==> src/rtl/pulse_timer_sweep.sv <==
// Pulse channel period timer, 8-step sequencer position and frequency sweep unit.
// The timer counts down on apu_clk ticks and strobes next_step on expiry; the
// sweep unit periodically retargets the period by adding or subtracting a
// shifted copy of itself.
// Build option: define PULSE_SWEEP_UNIT_EN to include the sweep unit. Without
// it the period changes only through CPU writes and sweep_update stays low.
module pulse_timer_sweep #(
   parameter int TIMER_W  = 11,
   parameter int SHIFT_W  = 3,
   parameter int DIV_W    = 3,
   parameter int NEG_ONES = 0,
   parameter int MUTE_MIN = 8
) (
   input  logic               clk,
   input  logic               reset_n,
   input  logic               cpu_en,
   input  logic               apu_clk,
   input  logic               half_frame,
   input  logic               set_period_low,
   input  logic [7:0]         period_low_in,
   input  logic               set_period_high,
   input  logic [TIMER_W-9:0] period_high_in,
   input  logic               sweep_write,
   input  logic               sweep_en_in,
   input  logic [DIV_W-1:0]   sweep_period_in,
   input  logic               sweep_negate_in,
   input  logic [SHIFT_W-1:0] sweep_shift_in,
   output logic               next_step,
   output logic [2:0]         seq_step,
   output logic               mute,
   output logic [TIMER_W-1:0] period,
   output logic               sweep_update
);

   localparam logic [TIMER_W-1:0] ONE        = TIMER_W'(1);
   localparam logic [TIMER_W-1:0] MUTE_LIMIT = TIMER_W'(MUTE_MIN);

   logic [TIMER_W-1:0] timer_reg;
   logic [TIMER_W-1:0] period_reg;
   logic [TIMER_W-1:0] period_next;
   logic [2:0]         seq_reg;
   logic               tick_en;
   logic               period_wr;
   logic               period_below_min;
   logic               sweep_fire;
   logic [TIMER_W-1:0] sweep_target;

   assign tick_en          = cpu_en & apu_clk;
   assign period_wr        = set_period_low | set_period_high;
   assign period_below_min = (period_reg < MUTE_LIMIT);

   assign next_step = tick_en & (timer_reg == '0);
   assign seq_step  = seq_reg;
   assign period    = period_reg;

   // Timer: reload from the period on expiry, otherwise count down one per tick
   always_ff @(posedge clk or negedge reset_n) begin
      if (!reset_n) begin
         timer_reg <= '0;
      end else if (tick_en) begin
         if (timer_reg == '0) begin
            timer_reg <= period_reg;
         end else begin
            timer_reg <= timer_reg - ONE;
         end
      end
   end

   // Sequencer position steps backwards on each expiry; a high-period write restarts it
   always_ff @(posedge clk or negedge reset_n) begin
      if (!reset_n) begin
         seq_reg <= '0;
      end else if (cpu_en) begin
         if (set_period_high) begin
            seq_reg <= '0;
         end else if (next_step) begin
            seq_reg <= seq_reg - 3'd1;
         end
      end
   end

   // Next period: a sweep retarget, overlaid by any CPU field writes (which also block the sweep)
   always_comb begin
      period_next = period_reg;
      if (sweep_fire) begin
         period_next = sweep_target;
      end
      if (set_period_low) begin
         period_next[7:0] = period_low_in;
      end
      if (set_period_high) begin
         period_next[TIMER_W-1:8] = period_high_in;
      end
   end

   // Period register
   always_ff @(posedge clk or negedge reset_n) begin
      if (!reset_n) begin
         period_reg <= '0;
      end else if (cpu_en) begin
         period_reg <= period_next;
      end
   end

`ifdef PULSE_SWEEP_UNIT_EN
   localparam logic [TIMER_W-1:0] NEG_INC = (NEG_ONES != 0) ? '0 : ONE;
   localparam logic [DIV_W-1:0]   DIV_ONE = DIV_W'(1);

   logic               sweep_en_reg;
   logic [DIV_W-1:0]   sweep_div_period_reg;
   logic               sweep_negate_reg;
   logic [SHIFT_W-1:0] sweep_shift_reg;
   logic [DIV_W-1:0]   divider_reg;
   logic               reload_reg;
   logic               sweep_update_reg;

   logic [TIMER_W-1:0] shifted;
   logic [TIMER_W-1:0] shifted_inv;
   logic [TIMER_W:0]   add_sum;
   logic [TIMER_W-1:0] neg_sum;
   logic               add_carry;

   assign shifted = period_reg >> sweep_shift_reg;

   genvar gi;
   generate
      for (gi = 0; gi < TIMER_W; gi = gi + 1) begin : g_inv
         assign shifted_inv[gi] = ~shifted[gi];
      end
   endgenerate

   // Add mode keeps the carry so an overflowing target can mute the channel;
   // negate mode wraps silently
   assign add_sum   = {1'b0, period_reg} + {1'b0, shifted};
   assign neg_sum   = period_reg + shifted_inv + NEG_INC;
   assign add_carry = add_sum[TIMER_W];

   assign mute         = (~sweep_negate_reg & add_carry) | period_below_min;
   assign sweep_target = sweep_negate_reg ? neg_sum : add_sum[TIMER_W-1:0];
   assign sweep_fire   = half_frame & (divider_reg == '0) & sweep_en_reg & ~mute
                         & (sweep_shift_reg != '0) & ~period_wr;
   assign sweep_update = sweep_update_reg;

   // Sweep configuration registers, loaded by a CPU sweep write
   always_ff @(posedge clk or negedge reset_n) begin
      if (!reset_n) begin
         sweep_en_reg         <= 1'b0;
         sweep_div_period_reg <= '0;
         sweep_negate_reg     <= 1'b0;
         sweep_shift_reg      <= '0;
      end else if (cpu_en && sweep_write) begin
         sweep_en_reg         <= sweep_en_in;
         sweep_div_period_reg <= sweep_period_in;
         sweep_negate_reg     <= sweep_negate_in;
         sweep_shift_reg      <= sweep_shift_in;
      end
   end

   // Divider and reload flag; a sweep write sets the flag even on a half-frame tick
   always_ff @(posedge clk or negedge reset_n) begin
      if (!reset_n) begin
         divider_reg <= '0;
         reload_reg  <= 1'b0;
      end else if (cpu_en) begin
         if (half_frame) begin
            if ((divider_reg == '0) || reload_reg) begin
               divider_reg <= sweep_div_period_reg;
            end else begin
               divider_reg <= divider_reg - DIV_ONE;
            end
         end
         if (sweep_write) begin
            reload_reg <= 1'b1;
         end else if (half_frame) begin
            reload_reg <= 1'b0;
         end
      end
   end

   // One-cycle strobe marking the cycle after a sweep retarget
   always_ff @(posedge clk or negedge reset_n) begin
      if (!reset_n) begin
         sweep_update_reg <= 1'b0;
      end else if (cpu_en) begin
         sweep_update_reg <= sweep_fire;
      end
   end
`else
   logic unused_sweep_inputs;

   assign unused_sweep_inputs = ^{half_frame, sweep_write, sweep_en_in, sweep_period_in,
                                  sweep_negate_in, sweep_shift_in, (NEG_ONES != 0)};
   assign mute         = period_below_min;
   assign sweep_fire   = 1'b0;
   assign sweep_target = period_reg;
   assign sweep_update = 1'b0;
`endif

endmodule

==> config.mk <==
export PLATFORM = sky130hd
export DESIGN_NAME = pulse_timer_sweep
export DESIGN_NICKNAME = d
export VERILOG_FILES = /design/src/rtl/pulse_timer_sweep.sv
export SDC_FILE = /design/constraint.sdc
export NUM_CORES = 1
export LEC_CHECK = 0
export ABC_CLOCK_PERIOD_IN_PS = 1900
export CAP_MARGIN = 5
export CORE_MARGIN = 8
export CORE_UTILIZATION = 40
export CTS_CLUSTER_SIZE = 25
export DETAILED_ROUTE_END_ITERATION = 7
export MAX_ROUTING_LAYER = met4
export PLACE_DENSITY = 0.78
export SLEW_MARGIN = 20
export SYNTH_ARGS = -nofsm -noshare
export SYNTH_HDL_FRONTEND = slang
export SYNTH_SLANG_ARGS = --single-unit
export TNS_END_PERCENT = 30
==> constraint.sdc <==
create_clock -name clk -period 1.9 [get_ports clk]
set_input_delay 0.57 -clock clk [delete_from_list [all_inputs] [get_ports clk]]
set_output_delay 0.57 -clock clk [all_outputs]
set_load 0.02 [all_outputs]
==> summary.md <==
| Metric | Value |
|---|---|
| Status | `finished, violations left` |
| Violated checks | `negative setup slack` |
| DR iter-0 viols | `54` |
| Core area | `3050 um2` |
| DP HPWL | `3.15 mm` |
| Vias | `1,338` |
| Switching Share | `0.377` |
| Combinational power share | `0.522` |
| Max IR drop VDD | `0.479 mV` |
| Met3 WL | `227 um` |
| Reg2reg setup slack | `-0.20 ns` |
| Final instance area | `2130 um2` |
| Internal power | `1300 uW` |
| Post-Synthesis Cell Area | `1290 um2` |
| Worst endpoint required time | `1.33 ns` |
| Antenna diode count | `0` |
| Num ports | `44` |
| Grt total ovfl | `0` |
| # clock sinks | `25` |
| Wl on met1 | `1.73 mm` |
| CTS max path bufs | `2` |
| Cell Count, Final, Fillers Out | `244` |
| Most frequent cells in the layout | `40 x buf_4, 25 x dfrtp_1, 16 x clkdlybuf4s50_1` |
| Startpoint Class | `flop` |
| Sequential share of the synthesized area | `0.484` |
| Avg Cell Area, Syn | `10.4 um2` |
| Setup-failing EPs final | `10` |
| Worst Hold Class | `input pin to async pin` |
| Share of power burned in registers | `0.353` |
| Detail Route met2 WL | `2.18 mm` |
| Seq cells post-synth | `25` |
| Syn nets | `154` |
| Number of routed nets with antenna violations | `0` |
| Routed vias/inst | `5.48` |
| Root buf cell | `clkbuf_4` |
| Pleak | `0.000941 uW` |
| CTS tree | `yes` |
| Clock skew | `0.0212 ns` |
| Vias in the first global route | `1,448` |
| Area Growth Syn to Fin | `64.7%` |
| Die area | `5300 um2` |
| Worst Setup End Kind | `output pin` |
| Reg2reg path depth | `6` |
| Antenna violations before repair | `0` |
| Distinct cells, synth | `35` |
| Clock latency on the worst-skew pair | `0.34 ns` |
| Crit Path Max Fanout | `2` |
| Mapped Cells | `124` |
| Final Power | `2090 uW` |
| Register clock-pin slew on the reported worst setup and hold paths | `0.14 ns` |
| Drt total wl | `4.24 mm` |
| Data arrival, critical path | `1.83 ns` |
| Wire per inst | `17.4 um` |
| Port buffer count | `32` |
| Yosys warns | `0` |
| Crit Path Class | `flop to output pin` |
| Tmin final | `2.40 ns` |
| Fin. Hold Viols | `0` |
| Clock network fraction of total power | `0.125` |
| Die height | `72.8 um` |
| Number of buffers created by CTS | `3` |
| Router iterations before antenna repair | `4` |
| Initial Utilization | `0.423` |
| Residual DRC | `0` |
| Gpl congestion | `0.927` |
| Top Layer Used | `met4` |
| Reg-to-reg endpoint | `timer_reg[7]` |
| Final Cycle Share | `1.26` |
| Largest net degree at the start of global routing | `21` |
| GRT Overall Usage | `0.172` |
| RSZ-0062 raised after global routing | `true` |
| Worst r2r src | `timer_reg[4]` |
| Max Fclk | `417 MHz` |
| Sw power | `786 uW` |
| Placed Instances | `234` |
| Horiz. Die Dim | `72.8 um` |
| Pwr dens | `981 nW/um2` |
| Max-capacitance violation count | `0` |
| H-tree Lvls | `1` |
| Row Count | `20` |
| DP Area | `1970 um2` |
| First-pass GRT wire length | `6.88 mm` |
| Commonest non-fill, non-tap cell in the layout | `buf_4` |
| Final WS setup | `-0.500 ns` |
| Nets | `231` |
| Final Slew Violations | `0` |
| Share of cells above drive strength 1 | `0.415` |
-- layer usage --
layer  vias to the layer above  track usage
li1                        621            -
met5                         -            -
met3                        10       0.0302
met2                        58        0.288
met1                       649        0.187
met4                         0       0.0978
-- synth_stat cells, drive strengths merged --
| cell | count | area share |
|---|---|---|
| a211o | 1 | 0.0068 |
| a21oi | 8 | 0.031 |
| a22oi | 1 | 0.0097 |
| a2bb2oi | 3 | 0.020 |
| a31o | 3 | 0.020 |
| and2 | 1 | 0.0048 |
| buf | 3 | 0.017 |
| clkbuf | 1 | 0.0029 |
| conb | 1 | 0.0029 |
| dfrtp | 25 | 0.48 |
| ha | 3 | 0.029 |
| inv | 7 | 0.020 |
| mux2 | 11 | 0.096 |
| mux2i | 2 | 0.016 |
| nand2 | 10 | 0.029 |
| nand2b | 1 | 0.0048 |
| nand3 | 4 | 0.016 |
| nand3b | 1 | 0.0058 |
| nor2 | 4 | 0.012 |
| nor2b | 1 | 0.0048 |
| nor3 | 2 | 0.0078 |
| nor4 | 5 | 0.024 |
| o211ai | 1 | 0.0058 |
| o21ai | 10 | 0.039 |
| o21bai | 1 | 0.0058 |
| o22ai | 1 | 0.0048 |
| o311ai | 1 | 0.0068 |
| o31ai | 2 | 0.012 |
| o32ai | 1 | 0.0068 |
| o41ai | 1 | 0.0068 |
| or3 | 2 | 0.0097 |
| or4 | 6 | 0.038 |
-- metrics by stage --
step                      hold slack [ns]  setup slack (ns)  utilization  setup TNS (ns)
after CTS                           0.481            -0.520        0.669           -1.80
final                               0.485            -0.500        0.697           -1.69
after global routing                0.469            -0.577        0.697           -2.26
after detailed placement            0.536            -0.801        0.645           -4.04
after floorplan                     0.274           -0.0649            -          -0.124
after global placement              0.519            -0.718        0.645           -3.27
-- power by group through the flow --
stage	Sequential, uW	Clock, uW	Combinational, uW
after floorplan	823	0	346
after global placement	735	0	932
after detailed placement	749	0	967
after CTS	736	263	991
after global routing	748	293	1170
final	737	260	1090
-- critical path, cell delays in order (launching register included) --
cell and delay (ns):
dfrtp_1 0.40, or4_4 0.57, nor4_4 0.33, buf_4 0.20
-- repair_timing --
item | in CTS | in global routing
endpoints found under the setup margin | 26 | 15
hold buffers | 0 | 0
gates resized for setup | 34 | 16
buffers inserted | 3 | 3
pin swaps | 4 | 2
gates cloned | 0 | 0
-- cell families after synthesis --
logic type	count (synthesis)	share of synthesized area
compound gates	34	0.175
mux	13	0.111
buf+inv	11	0.0407
flops	25	0.484
fa+ha+maj	3	0.0291
simple gates	37	0.156
other cells	1	0.00290
-- worst max-delay path by stage --
stage / from / slack [ns] / endpoint / cells after the start
2_1_floorplan: timer_reg[9] / -0.06 / next_step / 2
3_3_place_gp: cpu_en / -0.72 / next_step / 4
3_5_place_dp: cpu_en / -0.80 / next_step / 4
4_1_cts: timer_reg[5] / -0.52 / next_step / 3
5_1_grt: timer_reg[4] / -0.58 / next_step / 3
6_report: timer_reg[4] / -0.50 / next_step / 3
-- area by class of cell --
cell class	instances	area (um2)
fillers	247	926
repair buffers	76	664
inverters	7	26.3
clock buffers	3	22.5
well taps	44	55.1
flip-flops and latches	25	626
clock inverters	1	5.00
multi-input cells	88	728
(Power assumes the default switching activity.)
